===== config.mk =====
export PLATFORM = sky130hd
export DESIGN_NAME = draw_scheduler
export DESIGN_NICKNAME = d
export VERILOG_FILES = /design/src/rtl/draw_pkg.sv /design/src/rtl/draw_port_mux.sv /design/src/rtl/draw_scheduler.sv
export SDC_FILE = /design/constraint.sdc
export NUM_CORES = 1
export LEC_CHECK = 0
export CORE_UTILIZATION = 50
export CTS_CLUSTER_DIAMETER = 40
export CTS_CLUSTER_SIZE = 10
export DETAILED_ROUTE_END_ITERATION = 12
export DONT_BUFFER_PORTS = 1
export GPL_TIMING_DRIVEN = 0
export SYNTH_ARGS = -nofsm -noshare
export SYNTH_HDL_FRONTEND = slang
export SYNTH_SLANG_ARGS = --single-unit

===== constraint.sdc =====
create_clock -name clk -period 3.5 [get_ports clk]
set_input_delay 0.7 -clock clk [delete_from_list [all_inputs] [get_ports clk]]
set_output_delay 0.7 -clock clk [all_outputs]
set_load 0.02 [all_outputs]

===== src/rtl/draw_pkg.sv =====
// draw_pkg: shared types and constants for the frame draw scheduler.
// Optional feature macro: DRAW_SCHED_CLEAR_EN (adds the play-field CLEAR state).
package draw_pkg;

   localparam int PLAY_W   = 40;
   localparam int PLAY_H   = 80;
   localparam int PIX_X_W  = 8;
   localparam int PIX_Y_W  = 7;
   localparam int COLOUR_W = 6;

   // Scheduler states; CLEAR only exists when the field blanking is built in.
   typedef enum logic [2:0] {
      S_IDLE       = 3'd0,
`ifdef DRAW_SCHED_CLEAR_EN
      S_CLEAR      = 3'd1,
`endif
      S_BOARD_KICK = 3'd2,
      S_BOARD      = 3'd3,
      S_PIECE      = 3'd4,
      S_FIN        = 3'd5
   } state_e;

   // Which source the plot port samples this cycle.
   typedef enum logic [1:0] {
      SRC_NONE  = 2'd0,
      SRC_CLEAR = 2'd1,
      SRC_BOARD = 2'd2,
      SRC_PIECE = 2'd3
   } src_e;

   typedef struct packed {
      logic [PIX_X_W-1:0]  x;
      logic [PIX_Y_W-1:0]  y;
      logic [COLOUR_W-1:0] colour;
   } pixel_t;

   function automatic pixel_t make_pixel(input logic [PIX_X_W-1:0]  x,
                                         input logic [PIX_Y_W-1:0]  y,
                                         input logic [COLOUR_W-1:0] colour);
      pixel_t p;
      p.x      = x;
      p.y      = y;
      p.colour = colour;
      return p;
   endfunction

endpackage


===== src/rtl/draw_port_mux.sv =====
// draw_port_mux: registered 3-way select of clear / board / piece pixels onto
// the single VGA plot port. Coordinates and colour only update on a write so
// the port holds its last pixel while idle.
// Optional feature macro: DRAW_SCHED_CLEAR_EN (clear source is only selected
// when the scheduler is built with it).
module draw_port_mux
   import draw_pkg::*;
(
   input  logic                clk,
   input  logic                reset,
   input  src_e                sel,
   input  pixel_t              clear_pix,
   input  pixel_t              board_pix,
   input  pixel_t              piece_pix,
   input  logic                piece_write,
   output logic [PIX_X_W-1:0]  x,
   output logic [PIX_Y_W-1:0]  y,
   output logic [COLOUR_W-1:0] colour,
   output logic                write
);

   pixel_t pick;
   logic   wr;

   // Choose the source pixel and whether it is a real write.
   always_comb begin
      pick = board_pix;
      wr   = 1'b0;
      unique case (sel)
         SRC_CLEAR: begin pick = clear_pix; wr = 1'b1;        end
         SRC_BOARD: begin pick = board_pix; wr = 1'b1;        end
         SRC_PIECE: begin pick = piece_pix; wr = piece_write; end
         default:   ;
      endcase
   end

   // Register the port; pixel data is held whenever no write is issued.
   always_ff @(posedge clk) begin
      if (reset) begin
         x      <= '0;
         y      <= '0;
         colour <= '0;
         write  <= 1'b0;
      end else begin
         write <= wr;
         if (wr) begin
            x      <= pick.x;
            y      <= pick.y;
            colour <= pick.colour;
         end
      end
   end

endmodule


===== src/rtl/draw_scheduler.sv =====
// draw_scheduler: per-frame sequencer sharing the VGA plot port between the
// board drawer and the falling-piece drawer. Sequence per start:
// [CLEAR] -> BOARD_KICK -> BOARD -> PIECE -> FIN (done pulse).
// Optional feature macro: DRAW_SCHED_CLEAR_EN blanks the play field first.
module draw_scheduler
   import draw_pkg::*;
#(
   parameter int BOARD_TIMEOUT = 4095,
   parameter int PIECE_CYCLES  = 64
)(
   input  logic                clk,
   input  logic                reset,
   input  logic                start,
   input  logic                board_finished,
   input  logic [PIX_X_W-1:0]  board_X,
   input  logic [PIX_Y_W-1:0]  board_Y,
   input  logic [COLOUR_W-1:0] board_colour,
   input  logic [PIX_X_W-1:0]  piece_X,
   input  logic [PIX_Y_W-1:0]  piece_Y,
   input  logic [COLOUR_W-1:0] piece_colour,
   input  logic                piece_writeEn,
   output logic                board_enable,
   output logic                piece_run,
   output logic [PIX_X_W-1:0]  X,
   output logic [PIX_Y_W-1:0]  Y,
   output logic [COLOUR_W-1:0] colour,
   output logic                writeEn,
   output logic                busy,
   output logic                done,
   output logic                timeout
);

   localparam int              PC_W           = $clog2(PIECE_CYCLES + 1);
   localparam logic [11:0]     BOARD_LAST     = 12'(BOARD_TIMEOUT - 1);
   localparam logic [PC_W-1:0] PIECE_LAST     = PC_W'(PIECE_CYCLES);
   localparam logic [PC_W-1:0] PIECE_RUN_LAST = PC_W'(PIECE_CYCLES - 1);

   state_e          state, next_state;
   logic [11:0]     board_cnt;
   logic [PC_W-1:0] piece_cnt;
   logic            board_seen, board_to, board_exit;
   logic            board_enable_d, piece_run_d, busy_d, done_d, timeout_d;
   src_e            sel;
   pixel_t          clear_pix, board_pix, piece_pix;

`ifdef DRAW_SCHED_CLEAR_EN
   localparam logic [5:0] CLR_X_LAST = 6'(PLAY_W - 1);
   localparam logic [6:0] CLR_Y_LAST = 7'(PLAY_H - 1);

   logic [5:0] clr_x;
   logic [6:0] clr_y;
   logic       clr_last;

   assign clr_last  = (clr_x == CLR_X_LAST) && (clr_y == CLR_Y_LAST);
   assign clear_pix = make_pixel({2'b00, clr_x}, clr_y, '0);

   // Row-major field scan; parked at 0 outside CLEAR so each entry starts at (0,0).
   always_ff @(posedge clk) begin
      if (reset || state != S_CLEAR) begin
         clr_x <= '0;
         clr_y <= '0;
      end else if (clr_x == CLR_X_LAST) begin
         clr_x <= '0;
         clr_y <= clr_y + 7'd1;
      end else begin
         clr_x <= clr_x + 6'd1;
      end
   end
`else
   assign clear_pix = '0;
`endif

   assign board_pix = make_pixel(board_X, board_Y, board_colour);
   assign piece_pix = make_pixel(piece_X, piece_Y, piece_colour);

   // BOARD exit decode; the first two cycles mask a stale finished flag.
   always_comb begin
      board_seen = board_finished && (board_cnt >= 12'd2);
      board_to   = (board_cnt == BOARD_LAST) && !board_seen;
      board_exit = board_seen || (board_cnt == BOARD_LAST);
   end

   // State register.
   always_ff @(posedge clk) begin
      if (reset) state <= S_IDLE;
      else       state <= next_state;
   end

   // Next-state logic.
   always_comb begin
      next_state = state;
      unique case (state)
         S_IDLE: begin
            if (start) begin
`ifdef DRAW_SCHED_CLEAR_EN
               next_state = S_CLEAR;
`else
               next_state = S_BOARD_KICK;
`endif
            end
         end
`ifdef DRAW_SCHED_CLEAR_EN
         S_CLEAR:      if (clr_last) next_state = S_BOARD_KICK;
`endif
         S_BOARD_KICK: next_state = S_BOARD;
         S_BOARD:      if (board_exit) next_state = S_PIECE;
         S_PIECE:      if (piece_cnt == PIECE_LAST) next_state = S_FIN;
         S_FIN:        next_state = S_IDLE;
         default:      next_state = S_IDLE;
      endcase
   end

   // Output logic: next values of the registered outputs plus the port select.
   // Outputs are decoded from next_state so they line up with the state they
   // describe; the port select is decoded from the current state because the
   // mux register adds the one-cycle pixel lag.
   always_comb begin
      board_enable_d = (next_state == S_BOARD_KICK);
      // piece_run covers the first PIECE_CYCLES cycles of PIECE, low on the last.
      piece_run_d    = (next_state == S_PIECE) &&
                       ((state != S_PIECE) || (piece_cnt < PIECE_RUN_LAST));
      busy_d         = (next_state != S_IDLE);
      done_d         = (next_state == S_FIN);
      timeout_d      = timeout;
      if (state == S_IDLE && start)       timeout_d = 1'b0;
      else if (state == S_BOARD && board_to) timeout_d = 1'b1;

      sel = SRC_NONE;
      unique case (state)
`ifdef DRAW_SCHED_CLEAR_EN
         S_CLEAR: sel = SRC_CLEAR;
`endif
         // The exit cycle writes nothing, so a finishing drawer's last beat is dropped.
         S_BOARD: sel = board_exit ? SRC_NONE : SRC_BOARD;
         // Last PIECE cycle still samples the drawer's registered final pixel,
         // which therefore reaches the port during FIN.
         S_PIECE: sel = SRC_PIECE;
         default: sel = SRC_NONE;
      endcase
   end

   // Per-state cycle counters; zero whenever the state is left or not active.
   always_ff @(posedge clk) begin
      if (reset) begin
         board_cnt <= '0;
         piece_cnt <= '0;
      end else begin
         board_cnt <= (state == S_BOARD && next_state == S_BOARD) ? board_cnt + 12'd1 : '0;
         piece_cnt <= (state == S_PIECE && next_state == S_PIECE) ? piece_cnt + PC_W'(1) : '0;
      end
   end

   // Registered control outputs; reset stops both drawers on the same edge.
   always_ff @(posedge clk) begin
      if (reset) begin
         board_enable <= 1'b0;
         piece_run    <= 1'b0;
         busy         <= 1'b0;
         done         <= 1'b0;
         timeout      <= 1'b0;
      end else begin
         board_enable <= board_enable_d;
         piece_run    <= piece_run_d;
         busy         <= busy_d;
         done         <= done_d;
         timeout      <= timeout_d;
      end
   end

   draw_port_mux u_mux (
      .clk         (clk),
      .reset       (reset),
      .sel         (sel),
      .clear_pix   (clear_pix),
      .board_pix   (board_pix),
      .piece_pix   (piece_pix),
      .piece_write (piece_writeEn),
      .x           (X),
      .y           (Y),
      .colour      (colour),
      .write       (writeEn)
   );

endmodule

Word-level counts from Yosys, hierarchy flattened
Cells that the tools add are included.
{"block": "totals", "reg_bits": 49, "wordCells": 55}
{"block": "classes", "add_sub_neg": 2, "order_cmp": 2, "eq_ne": 13, "mux": 8, "bitwise": 2, "n_reduce_logical": 16}
{"cell": "$pmux W21 S2", "count": 1}
{"cell": "$add A12 B1 Y12 const B", "count": 1}
{"cell": "$eq A12 B12 Y1 const B", "count": 1}
{"cell": "$eq A3 B2 Y1 const B", "count": 4}
{"cell": "$ge A12 B2 Y1 const B", "count": 1}
{"cell": "$pmux W3 S4", "count": 1}
{"cell": "$eq A3 B3 Y1 const B", "count": 3}
{"cell": "$mux W3", "count": 3}
{"cell": "$reduce_or A2 Y1", "count": 4}
{"cell": "$add A7 B1 Y7 const B", "count": 1}
{"cell": "$eq A7 B7 Y1 const B", "count": 1}
{"cell": "$logic_and A1 B1 Y1", "count": 7}
{"cell": "$lt A7 B6 Y1 const B", "count": 1}
{"cell": "$eq A2 B2 Y1 const B", "count": 2}
{"cell": "$pmux W2 S2", "count": 1}
{"cell": "$logic_not A3 Y1", "count": 1}
{"cell": "$ne A3 B3 Y1 const B", "count": 1}
{"cell": "$reduce_bool A3 Y1", "count": 1}
{"cell": "$eq A2 B1 Y1 const B", "count": 1}
{"cell": "$logic_or A1 B1 Y1", "count": 2}
{"cell": "$mux W2", "count": 1}
{"cell": "$not A1 Y1", "count": 2}
{"cell": "$pmux W1 S2", "count": 1}
{"cell": "$logic_not A1 Y1", "count": 1}

Depth between registers and ports, before layout
{"block": "depth", "depth_word": 9, "mapped_depth": 12}

Hierarchy
From an unflattened synthesis, not the netlist that was laid out.
{"block": "unflattened", "hier_cells": 258, "area_unflattened_um2": 2556.2}
{"module": "draw_port_mux", "n_inst": 1, "cells_per_inst": 131, "area_each_um2": 1352.5, "seq_area_each_um2": 440.4}
{"module": "draw_scheduler", "n_inst": 1, "cells_per_inst": 127, "area_each_um2": 1203.7, "seq_area_each_um2": 540.5}

Least setup slack after synthesis
Ideal clock, no wire load.
{"block": "synth_path", "path_type": "flip-flop to flip-flop", "startpoint": "register board_cnt[0]", "endpoint": "register u_mux.colour[0]", "arrival_time_ns": 2.188, "setup_slack_ns": 1.221, "stages_incl_launch_ff": 13, "n_path_buf": 1, "synth_period_minus_slack_ns": 2.279, "cell_sequence": "dfxtp_1 -> inv_1 -> ha_1 -> nor4_1 -> a31oi_1 -> nor3_1 -> nor2_1 -> ha_1 -> inv_1 -> a21oi_2 -> buf_2 -> nor2_1 -> a311oi_1"}
{"block": "synth_between", "elab_chain_len": 8, "elab_cells_between_ends": 12}
{"element": "from (decl)", "line_no": "draw_scheduler.sv:39", "text": "logic [11:0] board_cnt;"}
{"element": "from (signal assigned)", "line_no": "draw_scheduler.sv:148", "text": "board_cnt <= (state == S_BOARD && next_state == S_BOARD) ? board_cnt + 12'd1 : '0;"}
{"element": "$ge A12 B2 Y1", "line_no": "draw_scheduler.sv:78", "text": "board_seen = board_finished && (board_cnt >= 12'd2);"}
{"element": "$logic_and A1 B1 Y1", "line_no": "draw_scheduler.sv:78"}
{"element": "$logic_or A1 B1 Y1 (*)", "line_no": "draw_scheduler.sv:80", "text": "board_exit = board_seen || (board_cnt == BOARD_LAST);"}
{"element": "$mux W2 (*)", "line_no": "draw_scheduler.sv:134", "text": "S_BOARD: sel = board_exit ? SRC_NONE : SRC_BOARD;"}
{"element": "$pmux W2 S2 (*)", "line_no": "draw_scheduler.sv:129", "text": "unique case (state)"}
{"element": "$eq A2 B1 Y1 / $eq A2 B2 Y1 (equally long branches)", "line_no": "draw_port_mux.sv:29", "text": "unique case (sel)"}
{"element": "$reduce_or A2 Y1 (no source line)"}
{"element": "$pmux W1 S2", "line_no": "draw_port_mux.sv:29"}
{"element": "to (signal assigned)", "line_no": "draw_port_mux.sv:49", "text": "colour <= pick.colour;"}
{"element": "to (decl)", "line_no": "draw_port_mux.sv:18", "text": "output logic [COLOUR_W-1:0] colour,"}
Mark *: on every way between the ends. The rest lies on a longest branch, timed or not.
A chain may end at the register's enable or synchronous reset.

Final worst setup path
{"block": "layout_path", "startpoint": "register state[2]", "endpoint": "register u_mux.y[4]"}
{"block": "layout_between", "elab_chain_len": 5, "elab_cells_between_ends": 9}
{"element": "from (decl)", "line_no": "draw_scheduler.sv:38", "text": "state_e state, next_state;"}
{"element": "from (signal assigned)", "line_no": "draw_scheduler.sv:86", "text": "else state <= next_state;"}
{"element": "$eq A3 B3 Y1 / $eq A3 B2 Y1 (equally long branches)", "line_no": "draw_scheduler.sv:129"}
{"element": "$pmux W2 S2 (*)", "line_no": "draw_scheduler.sv:129"}
{"element": "$eq A2 B1 Y1 / $eq A2 B2 Y1 (equally long branches)", "line_no": "draw_port_mux.sv:29"}
{"element": "$reduce_or A2 Y1 (no source line)"}
{"element": "$pmux W1 S2", "line_no": "draw_port_mux.sv:29"}
{"element": "to (signal assigned)", "line_no": "draw_port_mux.sv:48", "text": "y <= pick.y;"}
{"element": "to (decl)", "line_no": "draw_port_mux.sv:17", "text": "output logic [PIX_Y_W-1:0] y,"}
Marks and branches as above.

==> results.ini <==
[status]
status = complete, no violations

[yosys]
yosysMostFrequentCell = nor2_1
synth-simple-area-share_pct = 27.6
synth_seq_area_share_pct = 46.3
yosys.area.top_type = dfxtp_1
synth_top_family_by_area = simple AND/OR/NAND/NOR gates
yosys_warnings = 0
synth_edf_count = 0
synthAdderAreaFrac_pct = 2.95
async_flop_share_pct = 0
synthTopCellsByArea = dfxtp_1, nor2_1, a311oi_1
ys_top_cells_by_count = nor2_1, dfxtp_1, nand2_1
synth_mux_area_share_pct = 0
syn_inst = 258
synth_fp_nets = 310
synth_xor_area_share_pct = 6.19
synth_compound_area_share_pct = 12.2
synth_seq_cells = 49
syn-cell-area_mm2 = 0.00212
synth_top_cell_area_share_pct = 46.3
synth_ff_type = dfxtp_1
synth.avg_cell_area_um2 = 8.22
yosysUniqueCellTypes = 34

[routing]
drt_iter0_drc = 89
firstDrtPassIters = 4
vias = 1737
drc = 0
wl_per_cell_um = 14.1
drt_wl_total_mm = 4.43
ant_nets = 0
viasPerCell = 5.53

[cells_and_area]
drive_gt1_share_pct = 6.44
finalNonFillerCells = 314
finalNetCount = 317
n_antenna_cell = 0
areaGrowthSynthToFinish_pct = 6.43

[sta]
worst_clock_skew_ns = 0.00734
final.period_utilization_pct = 81.1
clock.fmax_mhz = 352
setup_viol = 0
slew_headroom_pct = 64.8
setup_tns_ns = 0
drv_slew = 0
hold_violations = 0
rsz0062_at_grt = false
min_period_ns = 2.84
hold_slack_ns = 0.474
worstMarginPinSlew_ns = 0.525

[power]
power_uw = 908
comb_power_share_pct = 3.5
p_sw_uw = 201
irDropWorstVdd_mv = 0.191
power_frac_seq_pct = 62.8
swShare_pct = 22.1
pwr-share-clk_pct = 33.6
power_density_mw_per_mm2 = 402
p_int_uw = 707
p_leak_nw = 0.732

[critical_path]
path_class = flip-flop to flip-flop
crit_required_ns = 3.65
worstSetupEndpointType = flip-flop
cp_max_fo = 10
worstSetupStartpointType = flip-flop
critPathArrivalTime_ns = 2.99

[cts]
cts-buffers-inserted = 5
cts-root-buf = clkbuf_8
cts_post_setup_buffers_inserted = 0
cts_tree = done
htreeDepth = 2
clkSinkCount = 49
cts-hold-fix-buffers = 0
cts_resized = 0
clk_latency_ns = 0.29
clk_pin_slew_ns = 0.08
clock_path_buffers = 2

[global_routing]
antenna_found_initial = 0
track_usage_pct = 19.7
grt_pass1_wl_mm = 6.65
grt_overflow_total = 0
grt_pass1_vias = 1512
grt_max_degree = 14

[floorplan]
die-area_mm2 = 0.00451
rows = 23
core-area_mm2 = 0.00403
io_pins = 74
die_h_um = 67.1
start_util_pct = 52.6
die_w_um = 67.1

[placed_design]
post-dp-hpwl_mm = 3.21
io_buffers = 0
gp_congestion = 0.751
dpl.cell_count = 308

[job]
drv_cap = 0

[hold_path]
hold_class = flip-flop to flip-flop

-- cells by family (layout without fill, tap and decap cells) --
family / count (synthesis) / count (layout)
buffers and inverters: 24 / 30
flip-flops: 49 / 49
AND/OR/NAND/NOR: 134 / 134
XOR/XNOR: 15 / 15
AO/OA/AOI/OAI: 31 / 31
adder cells (fa/ha/maj): 5 / 5
-- critical path: stages (launching register included) --
cell and delay, ns:
dfxtp_1 0.44, inv_1 0.13, nor3_2 0.44, clkbuf_1 0.40, nor2_1 0.11, ha_1 0.28
inv_1 0.04, a21oi_2 0.26, clkbuf_1 0.42, a311oi_1 0.16
-- power by group through the flow --
stage	clock, mW	sequential, mW	combinational, mW
floorplan	0	0.583	0.0268
global placement	0	0.584	0.0319
detailed placement	0	0.584	0.0324
CTS	0.316	0.571	0.0325
global route	0.337	0.571	0.0371
finish	0.305	0.570	0.0321
-- final cells by class --
class | count | area [um2]
inverter | 11 | 41.3
clock inverter | 1 | 5.00
multi-input combinational | 185 | 1040
sequential | 49 | 981
fill | 381 | 1770
clock buffer | 5 | 68.8
tap | 50 | 62.6
buffer | 13 | 60.1
-- worst paths after layout --
path           startpoint  depth (start not counted)  slack [ns]            to
min reg2reg  piece_cnt[0]                          1        0.47  piece_cnt[0]
max reg2reg      state[2]                          9        0.66    u_mux.y[4]
min          piece_cnt[0]                          1        0.47  piece_cnt[0]
max              state[2]                          9        0.66    u_mux.y[4]
-- routing by layer --
layer | track usage [%] | wire [um] | up-vias
met2 | 32.0 | 2050 | 55
met5 | 0 | 0 | -
li1 | - | - | 891
met4 | 7.18 | 38 | 0
met1 | 23.6 | 2000 | 785
met3 | 7.19 | 331 | 6
-- sequential cells by signal, summed over array words and instances, names as in the netlist --
| signal | flops |
|---|---|
| state | 3 |
| u_mux.y | 7 |
| piece_run | 1 |
| timeout | 1 |
| u_mux.x | 8 |
| done | 1 |
| busy | 1 |
| board_cnt | 12 |
| board_enable | 1 |
| u_mux.colour | 6 |
| u_mux.write | 1 |
| piece_cnt | 7 |
-- through the flow --
stage          util (%)  area [um2]  setup WS (ns)
2_1_floorplan         -        2120           1.22
3_3_place_gp       54.2        2180          0.702
3_5_place_dp       54.2        2180          0.661
4_1_cts            56.0        2260          0.647
5_1_grt            56.0        2260          0.453
6_report           56.0        2260          0.662
-- placed cells by master, fill, tap and decap left out, drive strengths merged, types with 2 or more instances in the layout --
cell,netlist,layout
xnor2,11,11
xor2,4,4
ha,5,5
nor3,9,9
nor2,54,54
a31oi,2,2
clkbuf,8,13
dfxtp,49,49
nand3,9,9
nand4,2,2
a311oi,21,21
buf,5,5
nand2,48,48
inv,11,11
a21oi,2,2
nor4,6,6
Note: power is estimated with default switching activity, not from simulation.
